==> src/rtl/shift_serdes.sv <==
// Full-duplex shift engine: parallel word out on sdo, word sampled from sdi returned in parallel.
// Optional even-parity bit appended and checked when SHIFT_SERDES_PARITY_EN is defined.
module shift_serdes #(
  parameter int WIDTH     = 8,
  parameter int DIV_WIDTH = 8,
  parameter bit LSB_FIRST = 1'b0
) (
  input  logic                 clk,
  input  logic                 rstn,
  input  logic [DIV_WIDTH-1:0] clk_div,
  input  logic                 tx_valid,
  output logic                 tx_ready,
  input  logic [WIDTH-1:0]     tx_data,
  output logic                 rx_valid,
  output logic [WIDTH-1:0]     rx_data,
`ifdef SHIFT_SERDES_PARITY_EN
  output logic                 parity_err,
`endif
  output logic                 sdo,
  input  logic                 sdi,
  output logic                 frame,
  output logic                 bit_tick
);

`ifdef SHIFT_SERDES_PARITY_EN
  localparam int NBITS = WIDTH + 1;
`else
  localparam int NBITS = WIDTH;
`endif
  localparam int CW = $clog2(NBITS);
  localparam logic [CW-1:0]        LAST_BIT = CW'(NBITS - 1);
  localparam logic [CW-1:0]        CNT_ONE  = CW'(1);
  localparam logic [DIV_WIDTH-1:0] DIV_ONE  = DIV_WIDTH'(1);

  typedef enum logic [1:0] {IDLE, SHIFT, DONE} state_t;

  state_t               state;
  logic [NBITS-1:0]     tx_shift;
  logic [NBITS-1:0]     rx_shift;
  logic [DIV_WIDTH-1:0] div_q;
  logic [DIV_WIDTH-1:0] div_cnt;
  logic [CW-1:0]        bit_cnt;

  logic [NBITS-1:0]     tx_load;
  logic [NBITS-1:0]     tx_shifted;
  logic [NBITS-1:0]     rx_next;
  logic [WIDTH-1:0]     rx_word;
  logic                 first_bit;
  logic                 next_bit;

  always_comb begin
`ifdef SHIFT_SERDES_PARITY_EN
    // Parity travels last: it sits at the far end of the shift register from the first data bit.
    tx_load = LSB_FIRST ? {^tx_data, tx_data} : {tx_data, ^tx_data};
`else
    tx_load = tx_data;
`endif
    tx_shifted = LSB_FIRST ? (tx_shift >> 1) : (tx_shift << 1);
    rx_next    = LSB_FIRST ? {sdi, rx_shift[NBITS-1:1]} : {rx_shift[NBITS-2:0], sdi};
    rx_word    = LSB_FIRST ? rx_next[WIDTH-1:0] : rx_next[NBITS-1 -: WIDTH];
    first_bit  = LSB_FIRST ? tx_load[0] : tx_load[NBITS-1];
    next_bit   = LSB_FIRST ? tx_shifted[0] : tx_shifted[NBITS-1];
  end

  always_ff @(posedge clk or negedge rstn) begin
    if (!rstn) begin
      state    <= IDLE;
      tx_shift <= '0;
      rx_shift <= '0;
      div_q    <= '0;
      div_cnt  <= '0;
      bit_cnt  <= '0;
      tx_ready <= 1'b1;
      rx_valid <= 1'b0;
      rx_data  <= '0;
      sdo      <= 1'b0;
      frame    <= 1'b0;
      bit_tick <= 1'b0;
`ifdef SHIFT_SERDES_PARITY_EN
      parity_err <= 1'b0;
`endif
    end else begin
      rx_valid <= 1'b0;
      case (state)
        IDLE, DONE: begin
          if (tx_valid) begin
            state    <= SHIFT;
            tx_shift <= tx_load;
            div_q    <= clk_div;
            div_cnt  <= '0;
            bit_cnt  <= '0;
            sdo      <= first_bit;
            frame    <= 1'b1;
            tx_ready <= 1'b0;
            bit_tick <= (clk_div == '0);
          end else begin
            state <= IDLE;
          end
        end
        SHIFT: begin
          // bit_tick is kept equal to (div_cnt == div_q) one cycle ahead, so it doubles as the tick.
          if (bit_tick) begin
            tx_shift <= tx_shifted;
            rx_shift <= rx_next;
            div_cnt  <= '0;
            bit_cnt  <= bit_cnt + CNT_ONE;
            if (bit_cnt == LAST_BIT) begin
              state    <= DONE;
              rx_data  <= rx_word;
              rx_valid <= 1'b1;
              frame    <= 1'b0;
              tx_ready <= 1'b1;
              sdo      <= 1'b0;
              bit_tick <= 1'b0;
`ifdef SHIFT_SERDES_PARITY_EN
              parity_err <= ^rx_next;
`endif
            end else begin
              sdo      <= next_bit;
              bit_tick <= (div_q == '0);
            end
          end else begin
            div_cnt  <= div_cnt + DIV_ONE;
            bit_tick <= ((div_cnt + DIV_ONE) == div_q);
          end
        end
        default: state <= IDLE;
      endcase
    end
  end

endmodule
==> config.mk <==
export PLATFORM = sky130hd
export DESIGN_NAME = shift_serdes
export DESIGN_NICKNAME = d
export VERILOG_FILES = /design/src/rtl/shift_serdes.sv
export SDC_FILE = /design/constraint.sdc
export NUM_CORES = 1
export LEC_CHECK = 0
export CORE_MARGIN = 10
export CORE_UTILIZATION = 50
export DETAILED_ROUTE_END_ITERATION = 8
export GPL_ROUTABILITY_DRIVEN = 0
export GPL_TIMING_DRIVEN = 0
export PLACE_DENSITY = 0.83
export SLEW_MARGIN = 20
export SYNTH_ARGS = -nofsm -noshare
export SYNTH_HDL_FRONTEND = slang
export SYNTH_SLANG_ARGS = --single-unit
export TNS_END_PERCENT = 50
==> constraint.sdc <==
create_clock -name clk -period 3.5 [get_ports clk]
set_input_delay 0.7 -clock clk [delete_from_list [all_inputs] [get_ports clk]]
set_output_delay 0.7 -clock clk [all_outputs]
set_load 0.05 [all_outputs]
==> flow_summary_export.csv <==
group,metric,value,unit
worst_setup_path,worstSetupEndpointType,"output pin",
global_routing,grt_overflow_total,0,
worst_setup_path,worstSetupPathType,"reg2out",
worst_setup_path,critical_path.max_stage_delay,0.80,ns
logic_synthesis,synthArstFlopShare,1.00,
clock_network,clockBufferDepth,2,
global_routing,antenna_found_initial,0,
global_routing,grt_pass1_vias,1788,
final_layout,multi_input_area,938,µm²
worst_setup_path,r2r_cells,6,
logic_synthesis,synth-seq-cells,48,
placement,port_buffers,32,
logic_synthesis,synth.yosys.seq_area_share,0.544,
final_layout,seqCellArea,1200,µm²
sta,slew_headroom,0.574,
clock_network,cts.sinks,48,
logic_synthesis,synth_common_cells,"91 x nand2_1, 47 x dfrtp_1, 20 x o21ai_0",
clock_network,post-cts-setup-buffer-count,0,
sta,final_hold_viol_count,0,
outcome,run_status,"finished, final reports clean",
sta,worst_pin_slew,0.639,ns
global_routing,grt_max_degree,27,
power,power.density,607,nW/µm²
logic_synthesis,synth-main-ff-cell,"dfrtp_1",
logic_synthesis,syn_inst,244,
sta,drv_slew,0,
final_layout,final_cells,337,
clock_network,cts_resized,0,
sta,clock_skew,0.00478,ns
power,vdd_ir_drop_max,0.308,mV
worst_setup_path,critPathSlowestCell,"clkdlybuf4s50_1",
placement,dp.cells,329,
sta,min_period,2.34,ns
floorplan,io_pins,33,
sta,rsz0062_at_grt,"false",
final_layout,area_growth_syn_to_layout,22.7,%
worst_setup_path,crit_path_cell_trace,"clkdlybuf4s50_1",
logic_synthesis,yosysMostFrequentCell,"nand2_1",
clock_network,clkLatencyLatePin,0.30,ns
sta,fin_tns_setup,0,ns
placement,dpl.hpwl,3570,µm
placement,pre_cts_slack,0.973,ns
hold_path,hold_class,"in2async",
logic_synthesis,synth.top_cell.area_share,0.532,
routing,route.detailed.drc,0,
final_layout,nets,307,
clock_network,cts_hold_buf,0,
logic_synthesis,synth_top_cell_by_area,"dfrtp_1",
routing,vias,1799,
sta,worst_hold_slack,0.411,ns
logic_synthesis,syn_avg_cell_area,9.06,µm²
worst_setup_path,cp_num_buf_inv,1,
worst_setup_path,worst_r2r_endpoint,"bit_tick$_DFFE_PN0P_",
sta,fin_crit_sh,0.669,
clock_network,cts_buffers,5,
final_layout,num_antenna_cells,0,
clock_network,cts-htree-levels,2,
clock_network,path_clk_slew,0.09,ns
worst_setup_path,critical-path-top-delay-family,"buffers and inverters",
worst_setup_path,critical_path_required,2.80,ns
routing,first_pass_iters,6,
routing,vias_per_cell,5.34,
worst_setup_path,r2r-start,"div_cnt[0]$_DFFE_PN0P_",
clock_network,cts_tree,"built",
routing,finalWirelength,4880,µm
floorplan,die_w,86.5,µm
floorplan,start_util,0.511,
logic_synthesis,synth_fp_nets,267,
sta,fmax,427,MHz
global_routing,grt_pass1_wl,8310,µm
worst_setup_path,critPathArrivalTime,1.64,ns
worst_setup_path,crit_cells,1,
routing,wl_per_cell,14.5,µm
worst_setup_path,worstPathMaxFanout,2,
power,p_leak,1.31,nW
logic_synthesis,ys_warn_count,0,
clock_network,cts_root_buf,"clkbuf_8",
logic_synthesis,netlist_top_cells_area,"dfrtp_1 53%, nand2_1 15%, o21ai_0 4.5%",
floorplan,rows,24,
sta,layout_setup_ws,1.16,ns
floorplan,die_area,7480,µm²
floorplan,die_y,86.5,µm
worst_setup_path,startpoint_type,"flip-flop",
final_layout,drive_gt1_frac,0.0596,
sta,finalSetupViolCount,0,
routing,drtAntennaViolNets,0,
worst_setup_path,reg2reg_slack,1.67,ns
logic_synthesis,synth.distinct_cells,40,
logic_synthesis,synth-edff-count,0,
routing,drt_iter0_drc,111,
global_routing,grt_use_total,0.136,
final_layout,fillers,374,
flow_run,max_cap_viol_count,0,
floorplan,core_area,4320,µm²
logic_synthesis,synth_area,2210,µm²
==> cells in the final DEF, fill, tap and decap left out, drive strengths merged, types with 2 or more instances in the layout <==
cell type,count
nor2,10
ha,3
o21ai,20
inv,4
clkdlybuf4s50,31
xor2,3
buf,6
clkbuf,14
nor4,3
mux2i,6
xnor2,5
nand2,91
dfrtp,47
nor3,2
nor2b,3
o31ai,5
and3,2
nand4,2
nand2b,3
nand3,6
==> registers in the layout, summed over array words and instances (netlist names), 2 cells and up <==
name	count
div_cnt	8
rx_data	8
rx_shift	7
bit_cnt	3
state	2
div_q	8
tx_shift	7
==> kinds of logic (layout without fill, tap and decap cells) <==
| logic type | after synthesis | after routing | share of synthesized area |
|---|---|---|---|
| AND/OR/NAND/NOR | 126 | 126 | 0.241 |
| AO/OA/AOI/OAI | 36 | 36 | 0.103 |
| flip-flops | 48 | 48 | 0.544 |
| XOR/XNOR | 8 | 8 | 0.0317 |
| adder cells (fa/ha/maj) | 3 | 3 | 0.0170 |
| multiplexers | 7 | 7 | 0.0323 |
| buffers and inverters | 16 | 57 | 0.0311 |
==> through the flow <==
stage               utilization  power, mW  area [µm²]
floorplan                     -       1.15        2210
global placement          0.600       1.28        2590
detailed placement        0.605       1.31        2620
CTS                       0.627       1.65        2710
global route              0.627       1.76        2710
finish                    0.627       1.65        2710
==> layout make-up <==
type | instances | share of cell area
Multi-Input combinational cell | 180 | 0.346
Buffer | 11 | 0.0185
Clock buffer | 7 | 0.0318
Sequential cell | 48 | 0.443
Clock inverter | 1 | 0.00277
Tap cell | 52 | 0.0240
Timing Repair Buffer | 33 | 0.126
Inverter | 5 | 0.00692
==> routing by layer <==
layer  track usage  part of all wire  vias up
met5             0                 0        -
met4        0.0398             0.012        0
met3        0.0553             0.074        6
met2         0.211              0.46       45
met1         0.169              0.46      851
li1              -                 -      897
==> worst register-to-register path: stages, from the launching register on <==
cell	delay [ns]
dfrtp_1	0.49
ha_1	0.35
nand3_1	0.19
nor2_1	0.21
xnor2_1	0.14
nand4_1	0.13
o31ai_1	0.23
==> worst max path at each step <==
| stage | slack, ns | startpoint | to |
|---|---|---|---|
| 6_report | 1.16 | tx_ready$_DFFE_PN1P_ | tx_ready |
| 5_1_grt | 1.12 | tx_ready$_DFFE_PN1P_ | tx_ready |
| 4_1_cts | 1.15 | tx_ready$_DFFE_PN1P_ | tx_ready |
| 3_5_place_dp | 0.97 | tx_valid | bit_tick$_DFFE_PN0P_ |
| 3_3_place_gp | 0.44 | rstn | div_q[3]$_DFFE_PN0P_ |
| 2_1_floorplan | 1.81 | tx_valid | bit_tick$_DFFE_PN0P_ |
==> power breakdown <==
group / internal [mW] / switching [mW] / total, mW / leakage (nW)
Sequential: 0.690 / 0.116 / 0.806 / 0.615
Combinational: 0.222 / 0.274 / 0.496 / 0.648
Clock: 0.161 / 0.183 / 0.343 / 0.0445
Total: 1.07 / 0.573 / 1.65 / 1.31
Power figures use the tool's default switching activity.
==> RTL edit 1, RTL diff (same flow settings) <==
Re-encode `state_t` (3 states) as one-hot, 3 bits wide.
--- a/src/rtl/shift_serdes.sv
+++ b/src/rtl/shift_serdes.sv
@@ -32,7 +32,7 @@
   localparam logic [CW-1:0]        CNT_ONE  = CW'(1);
   localparam logic [DIV_WIDTH-1:0] DIV_ONE  = DIV_WIDTH'(1);
 
-  typedef enum logic [1:0] {IDLE, SHIFT, DONE} state_t;
+  typedef enum logic [2:0] {IDLE = 3'b001, SHIFT = 3'b010, DONE = 3'b100} state_t;
 
   state_t               state;
   logic [NBITS-1:0]     tx_shift;
Formal check against the unedited RTL: same outputs for any inputs over 10 cycles, from zero or initial values and one cycle with rstn low; not proved beyond that.
==> RTL edit 1 against the unedited design <==
  * Setup slack better by 0.0029 ns
  * Fmax grew 0.12%
  * Sequential share of layout area increased by 0.13 points
  * Power grew 12%
  * Sequential cell count increased by 1
  * Routed wire length down 6.2%
  * Count of clock-buffer cells in the layout stayed put
  * Area after synthesis rose by 3.1%
  * Final area increased by 1.9%
  * Combinational power grew 29%
  * Sequential power up 8.1%
==> RTL edit 1: results (changes against the unedited design) <==
metric,value,unit,change
status,"complete, no violations",,
HPWL after detailed placement,3510,um,-1.5%
R2R Setup Slk,1.65,ns,-0.02 ns
Nets,256,,-17%
register area share after synthesis,53.9,%,-0.49 points
Leak,1.21,nW,-7.6%
First DRT Iteration DRCs,80,,-28%
Netlist cell types,44,,+10%
fraction of layout cells with a size suffix above 1,14.5,%,+8.6 points
final setup skew,0.00687,ns,+0.00210 ns
Via density,5.64,,+5.7%
most frequent cells after synthesis,"47 x dfrtp_1, 18 x nand2_1, 16 x o21ai_1, 13 x mux2_1",,
number of global-route vias before repair,1642,,-8.2%
Routed WL,4580,um,-6.2%
CTS buffer count,5,,unchanged
first-pass GRT wire length,7710,um,-7.2%
fillers,346,,-7.5%
Worst R2R Start,bit_cnt[0],,
Synth Area per Inst,11.8,sq um,+30%
VDD IR max,0.397,mV,+29%
DR pass1 iterations,4,,-2
initial antenna violation count,0,,unchanged
GRT Overall Usage,12.4,%,-1.1 points
DR WL/cell,16.0,um,+11%
Worst Max-Slew Pin Slew,0.681,ns,+0.0422 ns
largest net degree at the start of global routing,34,,+26%
DP Cell Count,278,,-16%
Synth Net Count,216,,-19%
hold_ws,0.317,ns,-0.0940 ns
cells taking the most area after synthesis,"dfrtp_1 52%, mux2_1 6.4%, mux2_2 4.9%, xnor2_1 3.8%, o21ai_1 3.5%",,
## RTL edit 1: report_power, final
part	switching [mW]	internal, mW	total, mW
Clock	0.182	0.142	0.324
Combinational	0.335	0.307	0.642
Sequential	0.143	0.727	0.871
## RTL edit 1: worst max path at each step
stage | end | cells past startpoint
final | tx_ready | 1
after global routing | tx_ready | 1
after CTS | tx_ready | 1
after detailed placement | div_cnt[1] | 5
after global placement | rx_data[6] | 1
after floorplan | bit_tick | 5
## RTL edit 1: cell families after synthesis
family,share of synthesized area [%]
AO/OA/AOI/OAI,10.0
XOR/XNOR,5.00
adder cells (fa/ha/maj),1.65
buffers and inverters,2.58
flip-flops,53.9
multiplexers,14.0
AND/OR/NAND/NOR,12.9
## RTL edit 1: layout make-up
class,count,share of cell area (%)
Clock inverter,1,0.272
Clock buffer,7,2.76
Timing Repair Buffer,33,12.1
Multi-Input combinational cell,134,35.9
Inverter,5,0.679
Sequential cell,49,44.5
Buffer,5,1.45
Tap cell,52,2.36
## RTL edit 1: per-layer routing
layer / GRT usage [%] / vias to the layer above / routed length [um]
met1: 14.9 / 792 / 1940
met2: 20.4 / 46 / 2290
met3: 4.21 / 7 / 282
met5: 0 / - / 0
li1: - / 769 / -
met4: 4.06 / 0 / 56
## RTL edit 1: through the flow
| step | setup slack [ns] | util, % | cell area [sq um] |
|---|---|---|---|
| 2_1_floorplan | 1.71 | - | 2280 |
| 3_3_place_gp | 0.361 | 60.8 | 2660 |
| 3_5_place_dp | 1.17 | 61.1 | 2680 |
| 4_1_cts | 1.14 | 63.0 | 2760 |
| 5_1_grt | 1.12 | 63.0 | 2760 |
| 6_report | 1.16 | 63.0 | 2760 |
==> RTL edit 2, RTL diff (same settings) <==
Without the edit above. Build with the macro `SHIFT_SERDES_PARITY_EN` defined.
--- a/src/rtl/shift_serdes.sv
+++ b/src/rtl/shift_serdes.sv
@@ -1,5 +1,7 @@
 // Full-duplex shift engine: parallel word out on sdo, word sampled from sdi returned in parallel.
 // Optional even-parity bit appended and checked when SHIFT_SERDES_PARITY_EN is defined.
+`define SHIFT_SERDES_PARITY_EN
+
 module shift_serdes #(
   parameter int WIDTH     = 8,
   parameter int DIV_WIDTH = 8,
Behaviour (old outputs only; new: parity_err): not the same (Yosys sat finds a counterexample within 10 cycles, from zero or initial values and one cycle with rstn low).
==> RTL edit 2 against the unedited design <==
  * Critical path depth unchanged
  * Area after synthesis increased by 14%
  * First-iteration DRC count increased by 42%
  * Routed wire length increased by 11%
  * Final area increased by 12%
  * Sequential share of layout area decreased by 1.5 points
  * Via count increased by 7.2%
  * Setup slack got worse by 0.011 ns
  * Non-clock buffer count decreased by 1
  * Critical endpoint unchanged
  * Sequential cell count increased by 4
Power is not compared: it rests on default switching activity, and its combinational part moved more than twofold at a synthesized area within 25%.
==> RTL edit 2: results (changes against the unedited design) <==
metric,value,unit,change
initial antenna violation count,0,,unchanged
CTS buffer count,5,,unchanged
"Reg clk slew, reported paths",0.10,ns,
Post-CTS Setup Inserts,0,,unchanged
Global Route met3 Usage,4.69,%,-0.84 points
number of global-route vias before repair,1975,,+10%
Sequential Power,975,uW,
R2R Setup Slk,1.63,ns,-0.04 ns
Reg2Reg Capture Point,parity_err,,
WL met2,2550,um,+15%
Worst setup startpoint,tx_ready,,
First DRT Iteration DRCs,158,,+42%
relative slew slack,56.7,%,-0.76 points
HPWL after detailed placement,3980,um,+12%
I/O Buffers,33,,+3.1%
Via density,5.24,,-1.9%
worst min path class,primary input to asynchronous set/reset pin,,
met3 WL post-DR,301,um,-17%
Worst R2R Start,bit_cnt[0],,
"delay-heaviest family, CP",buffers and inverters,,
met1 Use GR,16.7,%,-0.21 points
most frequent cells after synthesis,"69 x nand2_1, 51 x dfrtp_1, 23 x o21ai_0, 19 x xnor2_1, 12 x nor2_1",,
design area,3040,sq um,+12%
final setup skew,0.0103,ns,+0.00553 ns
GRT Overall Usage,13.5,%,-0.048 points
met2 Usage GRT,21.3,%,+0.16 points
"Clk Latency, worst-skew pair",0.31,ns,
largest net degree at the start of global routing,53,,+96%
Clock Root Buffer,clkbuf_8,,
cells taking the most area after synthesis,"dfrtp_1 50%, nand2_1 10%, xnor2_1 6.6%, o21ai_0 4.6%, mux2_2 4.0%",,
Synth Net Count,283,,+6.0%
status,"complete, no violations",,
routed length on met1,2450,um,+9.9%
DR WL/cell,14.7,um,+1.6%
worst reg2reg path depth,6,,unchanged
DR pass1 iterations,4,,-2
fillers,413,,+10%
fraction of layout cells with a size suffix above 1,8.31,%,+2.3 points
placed standard-cell area,2940,sq um,+12%
Netlist cell types,36,,-10%
Nets,323,,+5.2%
uppermost layer routed,met4,,
Slowest cell on crit path,clkdlybuf4s50_1,,
clock share of power,15.7,%,
first-pass GRT wire length,9460,um,+14%
CTS H-Tree Depth,2,,unchanged
register area share after synthesis,51.5,%,-2.9 points
RTL edit 2: changes by cell type after synthesis, sizes merged, moves of 3 or more:
cell / unedited run / this run
a21oi: 1 / 5
nand2: 91 / 69
xnor2: 5 / 19
o21ai: 20 / 23
mux2: 1 / 9
dfrtp: 47 / 51
xor2: 3 / 7
RTL edit 2: kinds of logic after synthesis:
family | synth area share [%]
AND/OR/NAND/NOR | 18.1
buffers and inverters | 2.92
adder cells (fa/ha/maj) | 1.48
AO/OA/AOI/OAI | 10.2
multiplexers | 6.78
XOR/XNOR | 9.01
flip-flops | 51.5
RTL edit 2: stage by stage:
stage | hold slack [ns] | utilization (%) | power [mW] | std cells
global route | 0.438 | 63.1 | 2.55 | 368
CTS | 0.418 | 63.1 | 2.38 | 368
floorplan | 0.404 | - | 1.72 | 260
finish | 0.405 | 63.1 | 2.37 | 368
detailed placement | 0.474 | 61.0 | 2.01 | 360
global placement | 0.463 | 61.1 | 1.96 | 360
RTL edit 2: cell type report:
| type | instances | area (sq um) | area share [%] |
|---|---|---|---|
| buffer | 10 | 55.1 | 1.81 |
| clock buffer | 5 | 68.8 | 2.27 |
| clock inverter | 3 | 28.8 | 0.947 |
| inverter | 5 | 18.8 | 0.618 |
| multi-input combinational | 193 | 1150 | 37.9 |
| sequential | 52 | 1300 | 42.9 |
| tap | 67 | 83.8 | 2.76 |
| timing repair buffer | 33 | 328 | 10.8 |
RTL edit 2: worst max path at each step:
stage            endpoint  cells past startpoint  slack [ns]
2_1_floorplan  parity_err                      4        1.83
3_3_place_gp   rx_data[6]                      1        0.22
3_5_place_dp          sdo                      6        1.06
4_1_cts          tx_ready                      1        1.13
5_1_grt          tx_ready                      1        1.10
6_report         tx_ready                      1        1.15
